[config.mk]
export PLATFORM = sky130hd
export DESIGN_NAME = riscv_mem_arbiter_flat
export DESIGN_NICKNAME = d
export VERILOG_FILES = /design/src/rtl/riscv_mem_arbiter_if.sv /design/src/rtl/riscv_mem_arbiter.sv /design/src/flat_wrapper.sv
export SDC_FILE = /design/constraint.sdc
export NUM_CORES = 1
export LEC_CHECK = 0
export ABC_AREA = 1
export CAP_MARGIN = 20
export CORE_AREA = 2 2 107 109
export DETAILED_ROUTE_END_ITERATION = 12
export DIE_AREA = 0 0 109 111
export SLEW_MARGIN = 20
export SYNTH_ARGS = -nofsm -noshare
export SYNTH_HDL_FRONTEND = slang
export SYNTH_SLANG_ARGS = --single-unit
[constraint.sdc]
create_clock -name clk -period 3.8 [get_ports clk]
set_input_delay 0.76 -clock clk [delete_from_list [all_inputs] [get_ports clk]]
set_output_delay 0.76 -clock clk [all_outputs]
set_load 0.03 [all_outputs]
[src/rtl/riscv_mem_arbiter_if.sv]
`default_nettype none
// ============================================================================
//  Module      : riscv_mem_arbiter_if
//  Description : Bundle of the IF, LSU and memory-side signals of the
//                riscv_mem_arbiter. The arbiter connects through the slave
//                modport. The core/memory side (or a bench) connects through
//                the master modport.
//  Signals     : if_*   instruction-fetch request, grant and read response
//                lsu_*  load/store request, grant and response
//                mem_*  single-ported memory request and read data
//                busy_o a transaction is outstanding
//  Revision    : 1.0  initial release
// ============================================================================
interface riscv_mem_arbiter_if #(
  parameter int ADDR_W = 32,
  parameter int DATA_W = 32
);
  logic                  if_req_i;
  logic [ADDR_W-1:0]     if_addr_i;
  logic                  if_gnt_o;
  logic                  if_rvalid_o;
  logic [DATA_W-1:0]     if_rdata_o;

  logic                  lsu_req_i;
  logic                  lsu_we_i;
  logic [DATA_W/8-1:0]   lsu_wstrb_i;
  logic [ADDR_W-1:0]     lsu_addr_i;
  logic [DATA_W-1:0]     lsu_wdata_i;
  logic                  lsu_gnt_o;
  logic                  lsu_rvalid_o;
  logic [DATA_W-1:0]     lsu_rdata_o;

  logic                  mem_ce_o;
  logic                  mem_we_o;
  logic [DATA_W/8-1:0]   mem_wstrb_o;
  logic [ADDR_W-1:0]     mem_addr_o;
  logic [DATA_W-1:0]     mem_wdata_o;
  logic [DATA_W-1:0]     mem_rdata_i;

  logic                  busy_o;

  // Arbiter side
  modport slave (
    input  if_req_i, if_addr_i,
    output if_gnt_o, if_rvalid_o, if_rdata_o,
    input  lsu_req_i, lsu_we_i, lsu_wstrb_i, lsu_addr_i, lsu_wdata_i,
    output lsu_gnt_o, lsu_rvalid_o, lsu_rdata_o,
    output mem_ce_o, mem_we_o, mem_wstrb_o, mem_addr_o, mem_wdata_o,
    input  mem_rdata_i,
    output busy_o
  );

  // Core / memory side
  modport master (
    output if_req_i, if_addr_i,
    input  if_gnt_o, if_rvalid_o, if_rdata_o,
    output lsu_req_i, lsu_we_i, lsu_wstrb_i, lsu_addr_i, lsu_wdata_i,
    input  lsu_gnt_o, lsu_rvalid_o, lsu_rdata_o,
    input  mem_ce_o, mem_we_o, mem_wstrb_o, mem_addr_o, mem_wdata_o,
    output mem_rdata_i,
    input  busy_o
  );
endinterface
`default_nettype wire

[src/rtl/riscv_mem_arbiter.sv]
`default_nettype none
// ============================================================================
//  Module      : riscv_mem_arbiter
//  Description : Shares one single-ported, fixed-latency memory between the
//                instruction-fetch port (read-only) and the load/store port.
//                At most one transaction is outstanding. Grants are
//                combinational in IDLE, and the response is a one-cycle
//                rvalid pulse MEM_LAT cycles after the grant.
//  Ports       : clk   clock, rising edge
//                rst   synchronous reset, active-low
//                bus   riscv_mem_arbiter_if.slave (IF, LSU, memory, busy)
//  Options     : MEM_ARB_RR_EN  defined   -> round-robin on ties
//                               undefined -> fixed LSU priority
//  Constraints : DATA_W multiple of 8, 1 <= MEM_LAT <= 15, 2**CNT_W > MEM_LAT.
//                The interface instance must use the same ADDR_W/DATA_W.
//  Revision    : 1.0  initial release
// ============================================================================
module riscv_mem_arbiter #(
  parameter int ADDR_W  = 32,
  parameter int DATA_W  = 32,
  parameter int MEM_LAT = 1,
  parameter int CNT_W   = 4
) (
  input  logic                  clk,
  input  logic                  rst,
  riscv_mem_arbiter_if.slave    bus
);

  localparam logic [CNT_W-1:0] LAT_CNT   = CNT_W'(MEM_LAT);
  localparam logic             OWNER_IF  = 1'b0;
  localparam logic             OWNER_LSU = 1'b1;

  typedef enum logic [0:0] {
    S_IDLE = 1'b0,
    S_WAIT = 1'b1
  } state_e;

  state_e           state_q, state_d;
  logic [CNT_W-1:0] cnt_q,   cnt_d;
  logic             owner_q, owner_d;
  // Remembers whether the in-flight LSU access is a store, so its
  // acknowledge carries zero data instead of whatever the memory returns.
  logic             we_q,    we_d;

  logic any_req;
  logic pick_lsu;
  logic grant;
  logic done;

  assign any_req = bus.if_req_i | bus.lsu_req_i;

`ifdef MEM_ARB_RR_EN
  logic last_owner_q, last_owner_d;
  // On a tie, grant the requester that did not win last time.
  assign pick_lsu = bus.lsu_req_i & (~bus.if_req_i | (last_owner_q == OWNER_IF));
`else
  assign pick_lsu = bus.lsu_req_i;
`endif

  // Both are qualified by rst so nothing handshakes while reset is held.
  assign grant = rst & (state_q == S_IDLE) & any_req;
  assign done  = rst & (state_q == S_WAIT) & (cnt_q == LAT_CNT);

  assign bus.busy_o = (state_q == S_WAIT);

  always_comb begin
    bus.if_gnt_o     = 1'b0;
    bus.if_rvalid_o  = 1'b0;
    bus.if_rdata_o   = '0;
    bus.lsu_gnt_o    = 1'b0;
    bus.lsu_rvalid_o = 1'b0;
    bus.lsu_rdata_o  = '0;
    bus.mem_ce_o     = 1'b0;
    bus.mem_we_o     = 1'b0;
    bus.mem_wstrb_o  = '0;
    bus.mem_addr_o   = '0;
    bus.mem_wdata_o  = '0;

    state_d = state_q;
    cnt_d   = cnt_q;
    owner_d = owner_q;
    we_d    = we_q;
`ifdef MEM_ARB_RR_EN
    last_owner_d = last_owner_q;
`endif

    if (grant) begin
      bus.mem_ce_o = 1'b1;
      if (pick_lsu) begin
        bus.lsu_gnt_o   = 1'b1;
        bus.mem_we_o    = bus.lsu_we_i;
        bus.mem_wstrb_o = bus.lsu_wstrb_i;
        bus.mem_addr_o  = bus.lsu_addr_i;
        bus.mem_wdata_o = bus.lsu_wdata_i;
      end else begin
        bus.if_gnt_o    = 1'b1;
        bus.mem_addr_o  = bus.if_addr_i;
      end
      state_d = S_WAIT;
      cnt_d   = CNT_W'(1);
      owner_d = pick_lsu ? OWNER_LSU : OWNER_IF;
      we_d    = pick_lsu & bus.lsu_we_i;
`ifdef MEM_ARB_RR_EN
      last_owner_d = pick_lsu ? OWNER_LSU : OWNER_IF;
`endif
    end else if (state_q == S_WAIT) begin
      if (cnt_q != LAT_CNT) begin
        cnt_d = cnt_q + CNT_W'(1);
      end else begin
        state_d = S_IDLE;
        cnt_d   = '0;
      end
    end

    if (done) begin
      if (owner_q == OWNER_LSU) begin
        bus.lsu_rvalid_o = 1'b1;
        bus.lsu_rdata_o  = we_q ? '0 : bus.mem_rdata_i;
      end else begin
        bus.if_rvalid_o  = 1'b1;
        bus.if_rdata_o   = bus.mem_rdata_i;
      end
    end
  end

  always_ff @(posedge clk) begin
    if (!rst) begin
      state_q <= S_IDLE;
      cnt_q   <= '0;
      owner_q <= OWNER_IF;
      we_q    <= 1'b0;
`ifdef MEM_ARB_RR_EN
      last_owner_q <= OWNER_IF;
`endif
    end else begin
      state_q <= state_d;
      cnt_q   <= cnt_d;
      owner_q <= owner_d;
      we_q    <= we_d;
`ifdef MEM_ARB_RR_EN
      last_owner_q <= last_owner_d;
`endif
    end
  end

endmodule
`default_nettype wire

[src/flat_wrapper.sv]
// flat-port wrapper written by rule: the top's interface ports become plain ports
module riscv_mem_arbiter_flat 
#(
  parameter int ADDR_W  = 32,
  parameter int DATA_W  = 32,
  parameter int MEM_LAT = 1,
  parameter int CNT_W   = 4
)
  (clk, rst, bus_if_req_i, bus_if_addr_i, bus_if_gnt_o, bus_if_rvalid_o, bus_if_rdata_o, bus_lsu_req_i, bus_lsu_we_i, bus_lsu_wstrb_i, bus_lsu_addr_i, bus_lsu_wdata_i, bus_lsu_gnt_o, bus_lsu_rvalid_o, bus_lsu_rdata_o, bus_mem_ce_o, bus_mem_we_o, bus_mem_wstrb_o, bus_mem_addr_o, bus_mem_wdata_o, bus_mem_rdata_i, bus_busy_o);
  riscv_mem_arbiter_if #(.ADDR_W(ADDR_W), .DATA_W(DATA_W)) bus_i ();
  input  logic clk;
  input  logic rst;
  input wire logic [$bits(bus_i.if_req_i)-1:0] bus_if_req_i;
  input wire logic [$bits(bus_i.if_addr_i)-1:0] bus_if_addr_i;
  output wire logic [$bits(bus_i.if_gnt_o)-1:0] bus_if_gnt_o;
  output wire logic [$bits(bus_i.if_rvalid_o)-1:0] bus_if_rvalid_o;
  output wire logic [$bits(bus_i.if_rdata_o)-1:0] bus_if_rdata_o;
  input wire logic [$bits(bus_i.lsu_req_i)-1:0] bus_lsu_req_i;
  input wire logic [$bits(bus_i.lsu_we_i)-1:0] bus_lsu_we_i;
  input wire logic [$bits(bus_i.lsu_wstrb_i)-1:0] bus_lsu_wstrb_i;
  input wire logic [$bits(bus_i.lsu_addr_i)-1:0] bus_lsu_addr_i;
  input wire logic [$bits(bus_i.lsu_wdata_i)-1:0] bus_lsu_wdata_i;
  output wire logic [$bits(bus_i.lsu_gnt_o)-1:0] bus_lsu_gnt_o;
  output wire logic [$bits(bus_i.lsu_rvalid_o)-1:0] bus_lsu_rvalid_o;
  output wire logic [$bits(bus_i.lsu_rdata_o)-1:0] bus_lsu_rdata_o;
  output wire logic [$bits(bus_i.mem_ce_o)-1:0] bus_mem_ce_o;
  output wire logic [$bits(bus_i.mem_we_o)-1:0] bus_mem_we_o;
  output wire logic [$bits(bus_i.mem_wstrb_o)-1:0] bus_mem_wstrb_o;
  output wire logic [$bits(bus_i.mem_addr_o)-1:0] bus_mem_addr_o;
  output wire logic [$bits(bus_i.mem_wdata_o)-1:0] bus_mem_wdata_o;
  input wire logic [$bits(bus_i.mem_rdata_i)-1:0] bus_mem_rdata_i;
  output wire logic [$bits(bus_i.busy_o)-1:0] bus_busy_o;
  assign bus_i.if_req_i = bus_if_req_i;
  assign bus_i.if_addr_i = bus_if_addr_i;
  assign bus_if_gnt_o = bus_i.if_gnt_o;
  assign bus_if_rvalid_o = bus_i.if_rvalid_o;
  assign bus_if_rdata_o = bus_i.if_rdata_o;
  assign bus_i.lsu_req_i = bus_lsu_req_i;
  assign bus_i.lsu_we_i = bus_lsu_we_i;
  assign bus_i.lsu_wstrb_i = bus_lsu_wstrb_i;
  assign bus_i.lsu_addr_i = bus_lsu_addr_i;
  assign bus_i.lsu_wdata_i = bus_lsu_wdata_i;
  assign bus_lsu_gnt_o = bus_i.lsu_gnt_o;
  assign bus_lsu_rvalid_o = bus_i.lsu_rvalid_o;
  assign bus_lsu_rdata_o = bus_i.lsu_rdata_o;
  assign bus_mem_ce_o = bus_i.mem_ce_o;
  assign bus_mem_we_o = bus_i.mem_we_o;
  assign bus_mem_wstrb_o = bus_i.mem_wstrb_o;
  assign bus_mem_addr_o = bus_i.mem_addr_o;
  assign bus_mem_wdata_o = bus_i.mem_wdata_o;
  assign bus_i.mem_rdata_i = bus_mem_rdata_i;
  assign bus_busy_o = bus_i.busy_o;
  riscv_mem_arbiter #(.ADDR_W(ADDR_W), .DATA_W(DATA_W), .MEM_LAT(MEM_LAT), .CNT_W(CNT_W)) u_core (.clk(clk), .rst(rst), .bus(bus_i));
endmodule
==> impl_metrics.json <==
{
  "place_area_um2": 4522,
  "cts_resized": 0,
  "power_density_nw_per_um2": 169.2,
  "cts_tree": "built",
  "ys_seq_elements": 7,
  "synthCells": 381,
  "wire_per_inst_um": 12.69,
  "synth_warnings": 0,
  "start_util": 0.1538,
  "portBuffers": 275,
  "slew_headroom": 0.3338,
  "dp_hpwl_mm": 8.352,
  "arrival_ps": 2830,
  "setup_viol": 0,
  "hold_depth": 2,
  "dr.pass1.iters": 4,
  "die_x_um": 109,
  "clk_latency_ps": 230,
  "cts_made_buffers": 3,
  "leakage_uw": 0.002080,
  "htreeDepth": 1,
  "antenna_left": 0,
  "rsz0062_at_grt": "no",
  "syn_avg_cell_area_um2": 4.473,
  "antenna_found_initial": 0,
  "grt_usage": 0.1473,
  "ys_seq_area_frac": 0.08223,
  "drtIter0Drc": 198,
  "p_total_uw": 778.3,
  "cts-root-buf": "clkbuf_16",
  "outcome": "complete, no violations",
  "synth_nets": 518,
  "setup.worst_path.start_class": "input port",
  "io_pins": 276,
  "final_cell_count_no_fill": 780,
  "final_area_um2": 4601,
  "place_inst": 776,
  "grt_pass1_vias": 2981,
  "grt_max_degree": 64,
  "rr_endpoint": "u_core.we_q$_SDFFE_PN0P_",
  "diodes": 0,
  "cp_max_fo": 16,
  "fin_crit_ps": 3588,
  "postCtsHoldBufs": 0,
  "hold_viol": 0,
  "crit_required_ps": 3040,
  "endpoint_kind": "output pin",
  "final_common_cell": "clkdlybuf4s50_1",
  "peakVddDrop_v": 0.0001171,
  "num_rows": 39,
  "fin_crit_sh": 0.9442,
  "worstMarginPinSlew_ps": 998.3,
  "grt_overflow": 0,
  "final.setup.tns_ps": 0,
  "drive_gt1_frac": 0.09890,
  "die_h_um": 111,
  "ff2ff_setup_slack_ps": 2420,
  "layout_common_cells": "clkdlybuf4s50_1, nand2_1, nor2_1, buf_4, a21oi_1",
  "hp-class": "reg -> reg",
  "crit_type": "in -> out",
  "vias": 3250,
  "synth_cell_types": 21,
  "core_area_um2": 11080,
  "path_clk_slew_ps": 40,
  "cts_sinks": 7,
  "grt_pass1_wl_mm": 14.50,
  "area_growth_pct": 170.0,
  "vias_per_cell": 4.167,
  "crit_start": "rst",
  "reg2regPathDepth": 2,
  "drc": 0,
  "routed_wl_mm": 9.896,
  "cts.path.max_buffers": 2,
  "max_cap_violations": 0,
  "place_congestion": 0.8303,
  "cp-endpoint": "bus_if_rdata_o[4]",
  "die-area_um2": 12100,
  "synth_area_um2": 1704,
  "drv_slew": 0,
  "nets": 775,
  "post_cts_buffers": 0,
  "clock_skew_ps": 1.489,
  "clock.fmax_mhz": 278.7,
  "timing.rr.start": "u_core.we_q$_SDFFE_PN0P_"
}
stage by stage:
stage,utilization,setup slack (ps),hold WS [ps]
floorplan,-,1122,490.5
global placement,0.4082,264.6,516.4
detailed placement,0.4082,207.9,518.2
CTS,0.4153,205.2,523.0
global route,0.4153,49.42,561.4
finish,0.4153,212.1,519.7
how the worst min path moves through the flow:
stage / startpoint / end / slack [ps]
finish: u_core.owner_q$_SDFFE_PN0P_ / u_core.owner_q$_SDFFE_PN0P_ / 520
global route: u_core.owner_q$_SDFFE_PN0P_ / u_core.owner_q$_SDFFE_PN0P_ / 560
CTS: u_core.owner_q$_SDFFE_PN0P_ / u_core.owner_q$_SDFFE_PN0P_ / 520
detailed placement: u_core.owner_q$_SDFFE_PN0P_ / u_core.owner_q$_SDFFE_PN0P_ / 520
global placement: u_core.owner_q$_SDFFE_PN0P_ / u_core.owner_q$_SDFFE_PN0P_ / 520
floorplan: u_core.owner_q$_SDFFE_PN0P_ / u_core.owner_q$_SDFFE_PN0P_ / 490
logic make-up after synthesis:
group | synth area share
buffers and inverters | 0.1446
AO/OA/AOI/OAI | 0.1094
flip-flops | 0.08223
AND/OR/NAND/NOR | 0.6637
area by class of cell:
class | instances | area (um^2)
sequential | 7 | 140.1
timing repair buffer | 279 | 2770
multi-input combinational | 317 | 1318
inverter | 30 | 115.1
tap | 143 | 178.9
clock buffer | 4 | 78.83
fill | 1172 | 6476
critical path, stage by stage:
cell and delay (ps):
clkdlybuf4s50_1 550, nand2_1 90, clkinv_1 110, nand4_2 380
nor2_1 240, clkdlybuf4s50_1 700
power by group:
group | internal [uW] | switching [uW]
clock | 139 | 38.4
sequential | 78.2 | 5.19
combinational | 254 | 263
synth_stat cells:
cell,instances,area share
nand3_2,1,0.0059
inv_2,1,0.0022
buf_1,2,0.0044
clkinv_1,1,0.0022
nor2_4,2,0.013
a21oi_1,33,0.097
nor2_8,1,0.012
nor2_2,10,0.037
inv_4,1,0.0037
nor2_1,96,0.21
a31oi_1,1,0.0037
nand4_2,1,0.0073
nand3_1,3,0.0088
o21ai_0,3,0.0088
buf_2,12,0.035
nand2_1,164,0.36
clkbuf_1,11,0.024
dfxtp_1,7,0.082
buf_6,2,0.013
nand4_1,2,0.0073
inv_1,27,0.059
sequential cells by signal, summed over array words and instances (netlist names):
register           cells
u_core.bus.busy_o      1
u_core.owner_q         1
u_core.we_q            1
u_core.cnt_q           4
routing by layer:
layer	routed length [um]	up-vias	global-route usage	part of all wire
met1	3405	1398	0.1410	0.34
met4	167	0	0.04103	0.017
met2	4917	186	0.2807	0.50
li1	-	1651	-	-
met5	0	-	0	0
met3	1404	15	0.06055	0.14
No activity file was read; power rests on OpenSTA's default activity.
